--- src/rtl/pixel_dispatcher_pkg.sv ---
// Shared types for the pixel dispatcher: coordinate type, FSM states, scan-order codes.
package pixel_dispatcher_pkg;

    localparam int PIXEL_DATA_WIDTH = 10;

    typedef logic [PIXEL_DATA_WIDTH-1:0] coord_t;

    typedef enum logic [1:0] {
        IDLE,
        ISSUE,
        DRAIN,
        DONE
    } disp_state_t;

    localparam logic SCAN_RASTER    = 1'b0;
    localparam logic SCAN_INTERLACE = 1'b1;

endpackage

--- src/rtl/pixel_dispatcher_rr_arbiter.sv ---
// Round-robin one-hot arbiter; grant is combinational from req, pointer moves only on advance.
// Priority starts one past the last granted requester; no backpressure of its own.
module rr_arbiter #(
    parameter int N = 2
) (
    input  logic         clk,
    input  logic         reset,
    input  logic [N-1:0] req,
    input  logic         advance,
    output logic [N-1:0] grant
);

    localparam int PW = (N > 1) ? $clog2(N) : 1;

    logic [PW-1:0] last_q;
    logic [PW-1:0] last_d;
    logic [PW-1:0] idx;
    logic          found;

    // Walk the ring once starting after last_q; the wrap is explicit so N need not be a power of two.
    always_comb begin
        grant  = '0;
        last_d = last_q;
        found  = 1'b0;
        idx    = (last_q == PW'(N - 1)) ? '0 : last_q + PW'(1);
        for (int i = 0; i < N; i++) begin
            if (!found && req[idx]) begin
                grant[idx] = 1'b1;
                last_d     = idx;
                found      = 1'b1;
            end
            idx = (idx == PW'(N - 1)) ? '0 : idx + PW'(1);
        end
    end

    // Reset to N-1 so engine 0 has first priority after reset.
    always_ff @(posedge clk or negedge reset) begin
        if (!reset) begin
            last_q <= PW'(N - 1);
        end else if (advance) begin
            last_q <= last_d;
        end
    end

endmodule

--- src/rtl/pixel_dispatcher.sv ---
// Hands out frame pixels one per cycle to free, requesting engines (round-robin); grant latency 1 cycle.
// Backpressure: an engine stays ineligible from its grant until its eng_done; frame ends after all retire.
module pixel_dispatcher #(
    parameter int PIXEL_DATA_WIDTH = 10,
    parameter int SCREEN_WIDTH     = 640,
    parameter int SCREEN_HEIGHT    = 480,
    parameter int NUM_ENGINES      = 30,
    localparam int CNT_W           = $clog2(SCREEN_WIDTH * SCREEN_HEIGHT + 1)
) (
    input  logic                                     clk,
    input  logic                                     reset,
    input  logic                                     start,
    input  logic                                     scan_mode,
    input  logic [NUM_ENGINES-1:0]                   eng_req,
    input  logic [NUM_ENGINES-1:0]                   eng_done,
    output logic [NUM_ENGINES-1:0]                   eng_valid,
    output logic [NUM_ENGINES*PIXEL_DATA_WIDTH-1:0]  eng_x,
    output logic [NUM_ENGINES*PIXEL_DATA_WIDTH-1:0]  eng_y,
    output logic                                     busy,
    output logic                                     frame_done,
    output logic [CNT_W-1:0]                         issued_cnt
);

    import pixel_dispatcher_pkg::*;

    localparam int PDW  = PIXEL_DATA_WIDTH;
    localparam int N    = NUM_ENGINES;
    localparam int YW   = PDW + 1;
    localparam int NPIX = SCREEN_WIDTH * SCREEN_HEIGHT;

    disp_state_t    state_q;
    disp_state_t    state_d;
    logic [N-1:0]   busy_mask;
    logic [N-1:0]   elig;
    logic [N-1:0]   grant;
    logic [PDW-1:0] cur_x;
    logic [PDW-1:0] cur_y;
    logic [PDW-1:0] nxt_x;
    logic [PDW-1:0] nxt_y;
    logic [YW-1:0]  y_inc;
    logic           scan_q;
    logic           jumped_q;
    logic           nxt_jumped;
    logic           do_grant;
    logic           last_pix;
    logic           frame_start;

    assign elig        = (state_q == ISSUE) ? (eng_req & ~busy_mask) : '0;
    assign do_grant    = |grant;
    assign frame_start = (state_q == IDLE) && start;
    assign last_pix    = (issued_cnt == CNT_W'(NPIX - 1));

    rr_arbiter #(
        .N(N)
    ) u_arb (
        .clk    (clk),
        .reset  (reset),
        .req    (elig),
        .advance(do_grant),
        .grant  (grant)
    );

    always_comb begin
        state_d    = state_q;
        busy       = 1'b0;
        frame_done = 1'b0;
        unique case (state_q)
            IDLE: begin
                if (start) state_d = ISSUE;
            end
            ISSUE: begin
                busy = 1'b1;
                if (do_grant && last_pix) state_d = DRAIN;
            end
            DRAIN: begin
                busy = 1'b1;
                if (busy_mask == '0) state_d = DONE;
            end
            DONE: begin
                frame_done = 1'b1;
                state_d    = IDLE;
            end
            default: state_d = IDLE;
        endcase
    end

    // Interlaced order steps by two rows and falls back to row 1 exactly once per frame.
    always_comb begin
        nxt_x      = cur_x + PDW'(1);
        nxt_y      = cur_y;
        nxt_jumped = jumped_q;
        y_inc      = {1'b0, cur_y} + ((scan_q == SCAN_INTERLACE) ? YW'(2) : YW'(1));
        if (cur_x == PDW'(SCREEN_WIDTH - 1)) begin
            nxt_x = '0;
            if ((scan_q == SCAN_INTERLACE) && !jumped_q && (y_inc >= YW'(SCREEN_HEIGHT))) begin
                nxt_y      = PDW'(1);
                nxt_jumped = 1'b1;
            end else begin
                nxt_y = y_inc[PDW-1:0];
            end
        end
    end

    always_ff @(posedge clk or negedge reset) begin
        if (!reset) begin
            state_q    <= IDLE;
            busy_mask  <= '0;
            cur_x      <= '0;
            cur_y      <= '0;
            scan_q     <= SCAN_RASTER;
            jumped_q   <= 1'b0;
            issued_cnt <= '0;
            eng_valid  <= '0;
        end else begin
            state_q   <= state_d;
            eng_valid <= grant;
            busy_mask <= (busy_mask & ~eng_done) | grant;
            if (frame_start) begin
                scan_q     <= scan_mode;
                cur_x      <= '0;
                cur_y      <= '0;
                jumped_q   <= 1'b0;
                issued_cnt <= '0;
            end else if (do_grant) begin
                cur_x      <= nxt_x;
                cur_y      <= nxt_y;
                jumped_q   <= nxt_jumped;
                issued_cnt <= issued_cnt + CNT_W'(1);
            end
        end
    end

    // Each engine keeps its coordinates until it is granted again.
    always_ff @(posedge clk or negedge reset) begin
        if (!reset) begin
            eng_x <= '0;
            eng_y <= '0;
        end else begin
            for (int i = 0; i < N; i++) begin
                if (grant[i]) begin
                    eng_x[i*PDW +: PDW] <= cur_x;
                    eng_y[i*PDW +: PDW] <= cur_y;
                end
            end
        end
    end

endmodule

--- config.mk ---
export PLATFORM = sky130hd
export DESIGN_NAME = pixel_dispatcher
export DESIGN_NICKNAME = d
export VERILOG_FILES = /design/src/rtl/pixel_dispatcher_pkg.sv /design/src/rtl/pixel_dispatcher_rr_arbiter.sv /design/src/rtl/pixel_dispatcher.sv
export SDC_FILE = /design/constraint.sdc
export NUM_CORES = 2
export LEC_CHECK = 0
export BUFFER_PORTS_ARGS = -buffer_cell sky130_fd_sc_hd__buf_2
export CAP_MARGIN = 20
export CORE_ASPECT_RATIO = 1.75
export CORE_MARGIN = 2
export CORE_UTILIZATION = 35
export DETAILED_ROUTE_END_ITERATION = 7
export SETUP_SLACK_MARGIN = 0.05
export SLEW_MARGIN = 20
export SYNTH_ARGS = -nofsm -noshare
export SYNTH_HDL_FRONTEND = slang
export SYNTH_SLANG_ARGS = --single-unit
--- constraint.sdc ---
create_clock -name clk -period 17.1 [get_ports clk]
set_input_delay 2.565 -clock clk [delete_from_list [all_inputs] [get_ports clk]]
set_output_delay 2.565 -clock clk [all_outputs]
set_load 0.02 [all_outputs]
==> metrics.md, run 1 <==
| Metric | Value |
|---|---|
| Core Rows | `178` |
| CTS Root Cell | `clkbuf_16` |
| Dpl cells | `approximately 9300` |
| GP Congestion | `1.28` |
| Sequential-to-total area share from yosys stat | `around 37%` |
| Sink Count | `just over 700` |
| Hold_buf cts | `0` |
| Pin count of the biggest net entering global routing | `between 150 and 200` |
| Err | `[ERROR GRT-0116] Global routing finished with congestion. Check the congestion regions in the DRC Viewer.` |
| Leading post-synthesis cells by cell area | `dfrtp_1 37%, mux2_2 8.8%, nand2_1 8.1%` |
| Number of I/O pins | `715` |
| Vias in the first global route | `about 80000` |
| Post-synth ARST share | `100%` |
| Total clock buffers created by CTS | `66` |
| Mapped Avg Cell Area | `8.47 um2` |
| Yosys top cell area share | `between 30 and 40%` |
| Net count after synthesis | `5676` |
| # H-tree levels | `3` |
| Cells after Synth | `5590` |
| First-pass GRT wire length | `between 700000 and 800000 um` |
| Die height | `~490 um` |
| IO buf count | `a little over 700` |
| EDFF count, synth | `0` |
| X dimension of the die | `282 um` |
| Starting density of the core | `a little over a third` |
| Yosys reg bits | `slightly above 700` |
| Failing step | `global routing (5_1_grt)` |
| Main synth FF type | `dfrtp_1` |
| Distinct cells, synth | `roughly 130` |
| Number of setup buffers added after CTS | `0` |
| Post-synth design cell area | `between 40000 and 50000 um2` |
| Max clock buf depth | `3` |
| HPWL after DPL | `around 340000 um` |
| Synth Warn # | `0` |
| Total gr overflow | `between 1000 and 1500` |
| Biggest area consumer among synthesized cells | `dfrtp_1` |
| Status | `did not finish` |
| Total GRT Usage | `75.4%` |
synth_stat cells (all sizes together), types with 45 or more instances:
| master | number |
|---|---|
| nand3 | 193 |
| and3 | 68 |
| o21ai | 351 |
| o221ai | 93 |
| o22ai | 95 |
| dfrtp | 704 |
| a31oi | 71 |
| clkbuf | 329 |
| a221oi | 106 |
| a21oi | 257 |
| nor4 | 58 |
| o211ai | 108 |
| a211oi | 122 |
| mux2 | 376 |
| buf | 89 |
| nor2 | 468 |
| nor3 | 142 |
| inv | 95 |
| a22oi | 45 |
| nand2 | 1027 |
| nand4 | 61 |
per-stage QoR:
stage / util, % / instance area, um2 / hold WS [ns] / setup WS [ns] / setup TNS [ns]
3_5_place_dp: 48.4 / 65000 / 0.450 / 0.0441 / 0
2_1_floorplan: - / 47300 / 0.445 / 2.66 / 0
3_3_place_gp: 48.3 / 64900 / 0.443 / -0.0634 / -0.0634
4_1_cts: 50.1 / 67300 / 0.464 / 0.0701 / 0
cell families after synthesis:
family / Yosys count / share of synthesized area (%)
AOI/OAI and AO/OA: 1708 / 26.3
muxes: 419 / 10.0
DFF: 708 / 37.4
xor gates and xnor gates: 27 / 0.587
adders and majority gates: 22 / 0.597
buffers and inverters: 514 / 4.32
and+or+nand+nor: 2192 / 20.7
routing by layer:
| metal | GRT usage [%] | GRT overflow |
|---|---|---|
| met5 | 21.6 | 3 |
| met3 | 57.6 | 22 |
| met4 | 77.2 | 439 |
| met1 | 74.7 | 9 |
| met2 | 93.8 | 665 |
repair_timing:
item                       4_1_cts
setup endpoints to repair       23
cloned                           0
gates resized for setup          2
==> run 2: changes to the inputs <==
--- a/config.mk
+++ b/config.mk
@@ -7,11 +7,10 @@
 export LEC_CHECK = 0
 export BUFFER_PORTS_ARGS = -buffer_cell sky130_fd_sc_hd__buf_2
 export CAP_MARGIN = 20
-export CORE_ASPECT_RATIO = 1.75
 export CORE_MARGIN = 2
-export CORE_UTILIZATION = 35
+export CORE_UTILIZATION = 20
 export DETAILED_ROUTE_END_ITERATION = 7
-export SETUP_SLACK_MARGIN = 0.05
+export PLACE_DENSITY_LB_ADDON = 0.15
 export SLEW_MARGIN = 20
 export SYNTH_ARGS = -nofsm -noshare
 export SYNTH_HDL_FRONTEND = slang
==> run 2 against run 1 <==
  * The run now ends clean
  * Synthesized area unchanged
  * Synthesized cell count unchanged
==> metrics.md, run 2 <==
| Metric | Value |
|---|---|
| CTS Root Cell | `clkbuf_16` |
| Main synth FF type | `dfrtp_1` |
| Top-count cell post-synth | `nand2_1` |
| EDFF count, synth | `0 (unchanged)` |
| Initial antenna violation count | `43` |
| Hold crit path type | `register to register` |
| Number of DRC violations after detailed routing | `0` |
| Yosys top cell area share | `37.2% (unchanged)` |
| Total gr overflow | `0` |
| Worst skew pair latency | `0.70 ns` |
| Cells after Synth | `5590 (unchanged)` |
| Hold path depth | `2` |
| Top flop regs | `eng_x x300, eng_y x300` |
| Fill cells | `26000` |
| DR iter-0 viols | `7564` |
| Area share of and/or/nand/nor cells after synthesis | `20.7% (unchanged)` |
| Compound-Gate Fraction of Synth Area | `26.3% (unchanged)` |
| # H-tree levels | `3 (unchanged)` |
| Most common cell on crit path | `buf_4` |
| Leading cell type in the layout, fill and taps excluded | `nand2_1` |
| Max clock buf depth | `3 (unchanged)` |
| Via count | `between 50000 and 60000` |
| Tcrit/Tclk final | `98.7%` |
| Number of I/O pins | `715 (unchanged)` |
| Vias in the first global route | `around 54000` |
| Setup Skew | `just over 0.06 ns` |
| Crit-path max cell delay | `0.72 ns` |
| Detail Route Antenna Nets | `0` |
| Met1 usage | `between 30% and 40%` |
| DR WL/cell | `38.5 um` |
| Sequential-to-total area share from yosys stat | `37.4% (unchanged)` |
| Biggest area consumer among synthesized cells | `dfrtp_1` |
| Synth Warn # | `0 (unchanged)` |
| CP Buf/Inv Count | `9` |
| Top cells by count, synth | `1024 x nand2_1, 704 x dfrtp_1, 461 x nor2_1` |
| Pins Over Slew Limit | `0` |
| # setup viols final | `0` |
| Post-synth ARST share | `100% (unchanged)` |
| X dimension of the die | `491 um (+74%)` |
| Mux share of post-synthesis cell area | `10.0% (unchanged)` |
| Net count after synthesis | `5676 (unchanged)` |
| Status | `finished clean` |
| Share of layout cells above drive strength 1 | `around a third` |
| Pin count of the biggest net entering global routing | `roughly 150` |
| Top Usage Layer GRT | `met2` |
| Setup TNS Final | `0 ns` |
| Final WL | `roughly 380000 um` |
| Via-per-instance ratio | `between 5 and 6` |
| Hold Vio Cnt, Final | `0` |
| Layout area overhead | `29.0%` |
| WP data arrival | `17.44 ns` |
| WS Path Type | `register to register` |
| Leading post-synthesis cells by cell area | `dfrtp_1 37%, mux2_2 8.8%, nand2_1 8.1%` |
| Slew @ Worst Pin | `~1.3 ns` |
| MaxCap Viol Count | `0` |
| Hold path start | `eng_x[214]` |
| Post-Layout Cell Count | `9777` |
| Worst hold path endpoint | `eng_x[214]` |
| Setup slack, reg-to-reg | `around 0.23 ns` |
| CP top delay family | `compound AO/OA/AOI/OAI gates` |
| Yosys reg bits | `708 (unchanged)` |
| Distinct cells, synth | `131 (unchanged)` |
| Dpl cells | `9611 (+3.4%)` |
| CTS tree | `yes` |
| Post-synth design cell area | `47300 um2 (unchanged)` |
| Fin crit period | `16.87 ns` |
| First-pass GRT wire length | `between 500000 and 600000 um` |
| Core Rows | `178 (unchanged)` |
| HPWL after DPL | `287000 um (-15%)` |
| Most frequent cells in the layout | `1023 x nand2_1, 713 x buf_2, 687 x dfrtp_1, 579 x buf_4, 452 x nor2_1` |
| R2r worst-path depth | `51` |
| Detailed Routing Iterations Pass 1 | `8` |
| IO buf count | `714 (unchanged)` |
| Synth Area in Adders | `0.597% (unchanged)` |
| Critical path launch point type | `register` |
| Starting density of the core | `20.1% (-15 points)` |
| Total clock buffers created by CTS | `76 (+15%)` |
| Crit. Startpoint | `u_arb.last_q[0]` |
| Max frequency | `59.3 MHz` |
| CP endpoint kind | `register` |
| Full die area | `roughly 240000 um2` |
| Synth Area in XOR/XNOR | `0.587% (unchanged)` |
| Main combinational cell family by area after synthesis | `compound AO/OA/AOI/OAI gates` |
| FF-to-FF End | `cur_y[4]` |
| Worst path slowest cell | `o311ai_0` |
| Critical path data required time | `17.66 ns` |
| Hold_buf cts | `0 (unchanged)` |
| Total GRT Usage | `30.0%` |
| Sink Count | `708 (unchanged)` |
| Met2 Use GR | `a little under half` |
| Beginning of the worst register-to-register path | `u_arb.last_q[0]` |
| Worst Path Max Fanout | `18` |
| CP Depth | `just over 50` |
| Mapped Avg Cell Area | `8.47 um2 (unchanged)` |
| GP Congestion | `1.04 (-19%)` |
| M3 GR Usage | `about 8.4%` |
| Core ar. | `about 240000 um2` |
| CTS clk-pin slew, worst paths | `roughly 0.06 ns` |
| Final #Nets | `between 6000 and 7000` |
| Worst slew margin | `approximately an eighth` |
| Die height | `491 um (unchanged)` |
## run 2: cell counts after synthesis
No cell type changed its count.
## run 2: layer usage
layer / part of all wire [%] / vias up
met5: 0.047 / -
met4: 7.4 / 30
met3: 10 / 997
met2: 43 / 3861
met1: 39 / 28500
li1: - / 22900
## run 2: cell type report
type | instances | area [um2] | share of cell area (%)
inverter | 96 | 363 | 0.594
timing repair buffer | 1301 | 8070 | 13.2
tap | 3150 | 3940 | 6.45
antenna | 16 | 40.0 | 0.0655
clock inverter | 40 | 442 | 0.723
sequential | 708 | 17700 | 29.0
clock buffer | 98 | 2070 | 3.40
multi-input combinational | 4368 | 28400 | 46.5
## run 2: worst register-to-register path: cells and delay by family, from the launching register on
kind	cells	cell delay, ns
buffers and inverters	9	1.86
DFF	1	0.62
AOI/OAI and AO/OA	26	8.91
adders and majority gates	2	1.02
and+or+nand+nor	14	4.39
## run 2: metrics by stage
step	worst slack, ns	instance area, um2	hold slack, ns	util (%)
5_1_grt	-0.00401	61100	0.479	25.9
3_5_place_dp	-0.298	58200	0.450	24.7
3_3_place_gp	-0.484	58200	0.446	24.7
6_report	0.226	61100	0.461	26.0
2_1_floorplan	2.66	47300	0.445	-
4_1_cts	0.0574	60700	0.464	25.8
## run 2: worst max path at each step
| stage | end | slack (ns) |
|---|---|---|
| 2_1_floorplan | state_q[1] | 2.66 |
| 3_3_place_gp | issued_cnt[18] | -0.48 |
| 3_5_place_dp | cur_y[4] | -0.30 |
| 4_1_cts | cur_y[4] | 0.06 |
| 5_1_grt | cur_y[4] | -0.004 |
| 6_report | cur_y[4] | 0.23 |
## run 2: timing repair
item	4_1_cts	5_1_grt
setup buffers	0	12
setup endpoints to repair	47	475
pin swaps	0	5
gates resized for setup	4	52
## run 2: cell families (layout without fill, tap and decap cells)
kind of cell / after synthesis / after routing
flops: 708 / 708
mux: 419 / 419
simple gates: 2192 / 2192
other cells: 0 / 16
fa+ha+maj: 22 / 22
buf+inv: 514 / 1535
compound gates: 1708 / 1708
xor+xnor: 27 / 27
Power of run 2 is left out: the tool's default activity adds up to more than one toggle a clock period on the data nets, which glitch-free logic cannot reach.
